==> src/rtl/io_ff_pkg.sv <==
// Shared types for the IO flip-flop bank.
//   io_ff_mode_e : per-channel run-time mode (bypass / registered / hold / synchroniser)
//   IOFF_MODE_W  : width of a mode word
package io_ff_pkg;

    localparam int unsigned IOFF_MODE_W = 2;

    typedef enum logic [IOFF_MODE_W-1:0] {
        IOFF_BYPASS = 2'b00,
        IOFF_REG    = 2'b01,
        IOFF_HOLD   = 2'b10,
        IOFF_SYNC   = 2'b11
    } io_ff_mode_e;

endpackage

==> src/rtl/io_ff_channel.sv <==
// One IO channel: DEPTH-stage pipeline, a mode register written via bl/wl, and a scan segment.
// Ports:
//   ff_clk, global_resetn : clock, async active-low reset
//   scan_en, scan_in      : scan shift enable and serial input (from previous segment)
//   scan_out              : serial output (last stage of this channel)
//   d, en                 : functional data in, HOLD-mode capture enable
//   bl, wl                : mode word and write strobe
//   q                     : functional data out
//   mode                  : current mode word
module io_ff_channel
    import io_ff_pkg::*;
#(
    parameter int unsigned            DEPTH    = 2,
    parameter logic [IOFF_MODE_W-1:0] MODE_RST = 2'b00
) (
    input  logic                   ff_clk,
    input  logic                   global_resetn,
    input  logic                   scan_en,
    input  logic                   scan_in,
    output logic                   scan_out,
    input  logic                   d,
    input  logic                   en,
    input  logic [IOFF_MODE_W-1:0] bl,
    input  logic                   wl,
    output logic                   q,
    output logic [IOFF_MODE_W-1:0] mode
);

    // stage_q[0] is stage s0 (input side), stage_q[DEPTH-1] the last stage.
    logic [DEPTH-1:0] stage_q;
    logic [DEPTH-1:0] stage_d;
    io_ff_mode_e      mode_q;

    always_comb begin
        stage_d = stage_q;
        if (scan_en) begin
            // Scan overrides mode and enable: every flop shifts.
            stage_d = {stage_q[DEPTH-2:0], scan_in};
        end else begin
            unique case (mode_q)
                // BYPASS still shifts d so the stages stay scan-observable.
                IOFF_BYPASS, IOFF_REG: stage_d = {stage_q[DEPTH-2:0], d};
                IOFF_HOLD: begin
                    if (en) begin
                        stage_d = {stage_q[DEPTH-2:0], d};
                    end
                end
                // Two-flop synchroniser; stages >= 2 keep their contents.
                IOFF_SYNC: stage_d[1:0] = {stage_q[0], d};
                default:   stage_d = stage_q;
            endcase
        end
    end

    always_ff @(posedge ff_clk or negedge global_resetn) begin
        if (!global_resetn) begin
            stage_q <= '0;
            mode_q  <= io_ff_mode_e'(MODE_RST);
        end else begin
            stage_q <= stage_d;
            if (wl) begin
                mode_q <= io_ff_mode_e'(bl);
            end
        end
    end

    always_comb begin
        q = 1'b0;
        unique case (mode_q)
            IOFF_BYPASS:         q = d;
            IOFF_REG, IOFF_HOLD: q = stage_q[DEPTH-1];
            IOFF_SYNC:           q = stage_q[1];
            default:             q = 1'b0;
        endcase
    end

    assign scan_out = stage_q[DEPTH-1];
    assign mode     = mode_q;

endmodule

==> src/rtl/io_ff_bank.sv <==
// Multi-channel IO register bank between the iopad and the routing mux.
// NUM_CH independent channels, each with a DEPTH-stage pipeline and a run-time mode.
// All stages form one scan chain: ch0.s0 .. ch0.s(DEPTH-1) -> ch1.s0 .. -> ff_SO.
// Ports:
//   ff_clk, global_resetn : clock, async active-low reset
//   scan_en, ff_SI, ff_SO : scan control, chain head and tail
//   ff_D, ff_en           : per-channel functional data and HOLD enable
//   bl, wl                : mode word and per-channel write strobes
//   ff_Q                  : per-channel functional output
//   mode_q                : per-channel mode, channel i at [2i+1:2i]
module io_ff_bank
    import io_ff_pkg::*;
#(
    parameter int unsigned            NUM_CH   = 4,
    parameter int unsigned            DEPTH    = 2,
    parameter logic [IOFF_MODE_W-1:0] MODE_RST = 2'b00
) (
    input  logic                          ff_clk,
    input  logic                          global_resetn,
    input  logic                          scan_en,
    input  logic                          ff_SI,
    output logic                          ff_SO,
    input  logic [NUM_CH-1:0]             ff_D,
    input  logic [NUM_CH-1:0]             ff_en,
    input  logic [IOFF_MODE_W-1:0]        bl,
    input  logic [NUM_CH-1:0]             wl,
    output logic [NUM_CH-1:0]             ff_Q,
    output logic [IOFF_MODE_W*NUM_CH-1:0] mode_q
);

    // chain[i] feeds channel i; chain[NUM_CH] is the tail.
    logic [NUM_CH:0] chain;

    assign chain[0] = ff_SI;
    assign ff_SO    = chain[NUM_CH];

    for (genvar i = 0; i < NUM_CH; i++) begin : g_ch
        io_ff_channel #(
            .DEPTH    (DEPTH),
            .MODE_RST (MODE_RST)
        ) u_ch (
            .ff_clk        (ff_clk),
            .global_resetn (global_resetn),
            .scan_en       (scan_en),
            .scan_in       (chain[i]),
            .scan_out      (chain[i+1]),
            .d             (ff_D[i]),
            .en            (ff_en[i]),
            .bl            (bl),
            .wl            (wl[i]),
            .q             (ff_Q[i]),
            .mode          (mode_q[IOFF_MODE_W*i +: IOFF_MODE_W])
        );
    end

endmodule
==> config.mk <==
export PLATFORM = sky130hd
export DESIGN_NAME = io_ff_bank
export DESIGN_NICKNAME = d
export VERILOG_FILES = /design/src/rtl/io_ff_pkg.sv /design/src/rtl/io_ff_channel.sv /design/src/rtl/io_ff_bank.sv
export SDC_FILE = /design/constraint.sdc
export NUM_CORES = 1
export LEC_CHECK = 0
export CORE_UTILIZATION = 58
export CTS_CLUSTER_DIAMETER = 40
export CTS_CLUSTER_SIZE = 30
export DETAILED_ROUTE_END_ITERATION = 8
export DONT_BUFFER_PORTS = 1
export PLACE_DENSITY = 0.74
export SYNTH_ARGS = -nofsm -noshare
export SYNTH_HDL_FRONTEND = slang
export SYNTH_SLANG_ARGS = --single-unit
==> constraint.sdc <==
create_clock -name ff_clk -period 1.8 [get_ports ff_clk]
set_clock_uncertainty 0.05 [all_clocks]
set_input_delay 0.27 -clock ff_clk [delete_from_list [all_inputs] [get_ports ff_clk]]
set_output_delay 0.27 -clock ff_clk [all_outputs]
set_load 0.02 [all_outputs]
# ---- Word-level counts from Yosys, hierarchy flattened
# Index checks and enable logic that the tools add are counted.
dict set report op_classes {
  reduce_logical 12
  muxes 16
  n_eq_ne 16
}
# op n
set ops {}
lappend ops {{$reduce_or 3->1} 8}
lappend ops {{$eq 2x2->1 const B} 8}
lappend ops {{$mux 2} 8}
lappend ops {{$pmux 2 s2} 4}
lappend ops {{$ne 3x3->1 const B} 4}
lappend ops {{$eq 2x1->1 const B} 4}
lappend ops {{$logic_not 2->1} 4}
lappend ops {{$pmux 1 s2} 4}
dict set report word_totals {
  regBits 16
  in_bits 18
}

# ---- Depth between registers and ports, before layout
dict set report depth {
  depth_word 4
  mapped_depth 3
}

# ---- Cells and area by module
# A second synthesis with hierarchy kept.
dict set report hier_totals {
  cells_unflattened 52
  area_unflattened_um2 735.7
}
# mod n_inst seq_area_each_um2 cells_per_inst area_per_inst_um2
set modules_own_cells {}
lappend modules_own_cells {io_ff_channel 4 100.1 13 183.9}

# ---- Worst setup path before layout
# No wires, ideal clock.
dict set report synth_timing {
  path_kind {register to register}
  startpoint {register g_ch[1].u_ch.mode_q[0]}
  endpoint {register g_ch[1].u_ch.stage_q[0]}
  setup_time_ns 0.125
  synth_period_minus_slack_ns 1.589
  path_buffers 0
  path_slack_ns 0.211
  path_stages_with_launch 4
  t_arrival_ns 1.414
  path_cell_list {dfrtp_1 or3b_1 mux2_1 mux2_2}
}
dict set report synth_between {
  elab_chain_cells 4
}
# element line_no
set synth_lines {}
lappend synth_lines {{from (decl)} io_ff_channel.sv:32} ;# io_ff_mode_e mode_q;
lappend synth_lines {{from (signal assigned)} io_ff_channel.sv:58} ;# mode_q <= io_ff_mode_e'(MODE_RST);
lappend synth_lines {{from (signal assigned)} io_ff_channel.sv:62} ;# mode_q <= io_ff_mode_e'(bl);
lappend synth_lines {{$eq 2x1->1, or another cell as far along} io_ff_channel.sv:40} ;# unique case (mode_q)
lappend synth_lines {{$reduce_or 3->1 (no line)} -}
lappend synth_lines {{$pmux 2 s2} io_ff_channel.sv:40}
lappend synth_lines {{$mux 2} io_ff_channel.sv:36} ;# if (scan_en) begin
lappend synth_lines {{to (signal assigned)} io_ff_channel.sv:60} ;# stage_q <= stage_d;
lappend synth_lines {{to (decl)} io_ff_channel.sv:30} ;# logic [DEPTH-1:0] stage_q;
# Parallel ways exist; a longest one is shown, timed or not.
# A chain may end at the register's enable or synchronous reset.

# ---- Final worst setup path
dict set report layout_timing {
  startpoint {register g_ch[0].u_ch.mode_q[0]}
  endpoint {output port ff_Q[0]}
}
dict set report layout_between {
  elab_chain_cells 3
}
# element line_no
set layout_lines {}
lappend layout_lines {{from (decl)} io_ff_channel.sv:32}
lappend layout_lines {{from (signal assigned)} io_ff_channel.sv:58}
lappend layout_lines {{from (signal assigned)} io_ff_channel.sv:62}
lappend layout_lines {{$eq 2x1->1 or $eq 2x2->1 (tied branches)} io_ff_channel.sv:69} ;# unique case (mode_q)
lappend layout_lines {{$reduce_or 3->1 (no line)} -}
lappend layout_lines {{$pmux 1 s2 *} io_ff_channel.sv:69}
lappend layout_lines {{to (decl)} io_ff_bank.sv:27} ;# output logic [NUM_CH-1:0] ff_Q,
# Every way passes the cells marked *; elsewhere a longest branch is shown, timed or not.

==> key figures <==
Worst setup path
  – CP Capture Type: primary output
  – Worst setup SP type: register
  – Slowest-stage cell, CP: mux2_1
  – Required @ worst endpoint: 1.48 ns
  – Cell breakdown of the critical path: buf_4, nor2_1, mux2_1
  – Cell family with the largest share of critical-path delay: multiplexers
  – Crit path kind: register to primary output
  – Largest stage delay on the critical path: 0.43 ns
  – Reg2reg setup slack: 0.26 ns
  – Worst-path maximum fanout: 3
  – CP bufs+invs: 1
  – Critical Path AT: 1.42 ns

Detailed routing
  – Initial DRC count: 6
  – Routed len/inst: 19.0 µm
  – DRC viols: 0
  – DR vias: 475
  – Post-DR vias/cell: 6.01
  – Routed Antenna Nets: 0
  – DR pass1 iterations: 4
  – Routed WL: 1.50 mm

Timing
  – Final setup viols: 0
  – Relative slew slack: 53.0%
  – Setup TNS: 0 ns
  – Fin crit share: 96.8%
  – Max Clk Rate: 0.574 GHz
  – Final Hold Fails: 0
  – Final Max Tran Viols: 0
  – RSZ-0062 raised after global routing: false
  – Fin crit period: 1.74 ns
  – Tightest Pin Transition: 0.703 ns

Finish
  – Register cell area after layout: 400 µm²
  – Multi-input gate area: 338 µm²
  – Layout cells sized above 1: 29.2%
  – Area grow syn2layout: 12.0%
  – Fin nets: 84
  – Fillers: 73
  – Antenna diodes: 0
  – Post-route cell area: 862 µm²

Synth
  – Syn Area/Cell: 13.5 µm²
  – Synth Net Count: 75
  – Distinct cells, synth: 7
  – Asr flop ratio synth: 100%
  – Syn Inst Count: 57
  – Yosys warns: 0
  – Yosys top cell area share: 52.0%
  – Number of synthesized register bits: 16
  – Synth top cells by count: mux2_1, dfrtp_1, nor2_1
  – Primary FF master, synth: dfrtp_1
  – Post-synth EDFFs: 0
  – Mapped cell area: 769 µm²
  – Most frequent cell after synthesis: mux2_1
  – Synth area leaders: dfrtp_1, mux2_1, mux2_2, or3b_1, buf_4
  – Leading area contributor after synthesis: dfrtp_1
  – Register area share after synthesis: 52.0%

Die
  – Ports: 31
  – Die width: 38.4 µm
  – Die area: 1480 µm²
  – Starting Density: 65.7%
  – Die Ht: 38.4 µm
  – Core ar.: 1170 µm²
  – Row cnt: 12

Global routing
  – Largest net degree at the start of global routing: 17
  – GRT Overall Usage: 25.8%
  – First-pass GRT wire length: 2.42 mm
  – Vias in the first global route: 566
  – Initial antenna violation count: 0
  – Gr ovfl total: 0

CTS
  – Clock Latency Late Sink: 0.29 ns
  – CTS clk-pin slew, worst paths: 0.09 ns
  – Post-CTS setup repair buffer count: 0
  – CTS tree: yes
  – Clock buffer depth: 2
  – Root Driver: clkbuf_4
  – H-tree depth: 1
  – CTS Buf Count: 3
  – CTS sink cnt: 16

Placement
  – PortBufs: 0
  – Detailed placement HPWL: 1.21 mm
  – GPL Wtd Cong: 0.781
  – DP Area: 813 µm²

Run status
  – Run status: finished clean

Min path
  – Hold Crit Class: input port to register

Pwr
  – Tot Pwr: 843 µW
  – PwrDens: 978 nW/µm²
  – Max VDD drop: 0.000693 V
  – Leak: 0.000373 µW

Flow run
  – Max Cap Violations: 0
per-stage QoR:
step	setup slack, ns	utilization [%]	hold slack (ns)	std cells
after global placement	0.304	69.4	-0.0752	74
after global routing	0.0150	73.6	0.0507	79
after CTS	0.0246	73.4	0.0558	79
final	0.0569	73.6	0.0597	79
after floorplan	0.211	-	-0.0756	57
after detailed placement	0.269	69.4	-0.0752	74
placed cells by master, fill, tap and decap left out, drive strengths merged:
| cell type | instances |
|---|---|
| mux2 | 24 |
| dfrtp | 16 |
| buf | 8 |
| nor2 | 8 |
| or3b | 4 |
| clkbuf | 4 |
| dlygate4sd3 | 1 |
per-layer routing:
| layer | GRT usage [%] | wire length (µm) | part of all wire, % |
|---|---|---|---|
| met2 | 47.9 | 800 | 53 |
| met1 | 25.7 | 565 | 38 |
| met4 | 12.9 | 21 | 1.4 |
| met5 | 0 | 0 | 0 |
| met3 | 7.56 | 110 | 7.3 |
logic make-up after synthesis:
family	synth area share, %
AND/OR/NAND/NOR	8.45
multiplexers	35.1
buffers and inverters	4.39
flip-flops	52.0
power by group:
| group | internal (µW) | leakage (µW) | switching (µW) |
|---|---|---|---|
| combinational | 78.8 | 0.000165 | 96.9 |
| sequential | 402 | 0.000187 | 28.5 |
| clock | 123 | 0.0000210 | 113 |
| total | 604 | 0.000373 | 239 |
final timing paths:
| check | start | endpoint | depth (start not counted) |
|---|---|---|---|
| worst max-delay path | g_ch[0].u_ch.mode[0] | ff_Q[0] | 3 |
| worst min-delay path | bl[0] | g_ch[3].u_ch.mode[0] | 1 |
| worst max register to register | g_ch[3].u_ch.mode[0] | g_ch[3].u_ch.stage_q[0] | 3 |
| worst min register to register | g_ch[3].u_ch.stage_q[0] | g_ch[3].u_ch.stage_q[1] | 1 |
| max in group asynchronous | global_resetn | g_ch[0].u_ch.mode[1] | 1 |
| min in group asynchronous | global_resetn | g_ch[3].u_ch.stage_q[1] | 1 |
cell type report:
| class | instances | area share (%) |
|---|---|---|
| clock buffers | 4 | 4.21 |
| multi-input cells | 36 | 39.2 |
| flip-flops and latches | 16 | 46.4 |
| well taps | 14 | 2.03 |
| repair buffers | 9 | 8.13 |
registers in the layout (all words and copies together) (netlist names):
| register | flops |
|---|---|
| g_ch.u_ch.mode | 8 |
| g_ch.u_ch.stage_q | 8 |
timing repair:
item / CTS / global route
hold buffers: 1 / 0
resized for setup: 0 / 3
endpoints found under the hold margin: 16 / 0
setup endpoints to repair: 0 / 2
No activity file was read; power rests on OpenSTA's default activity.
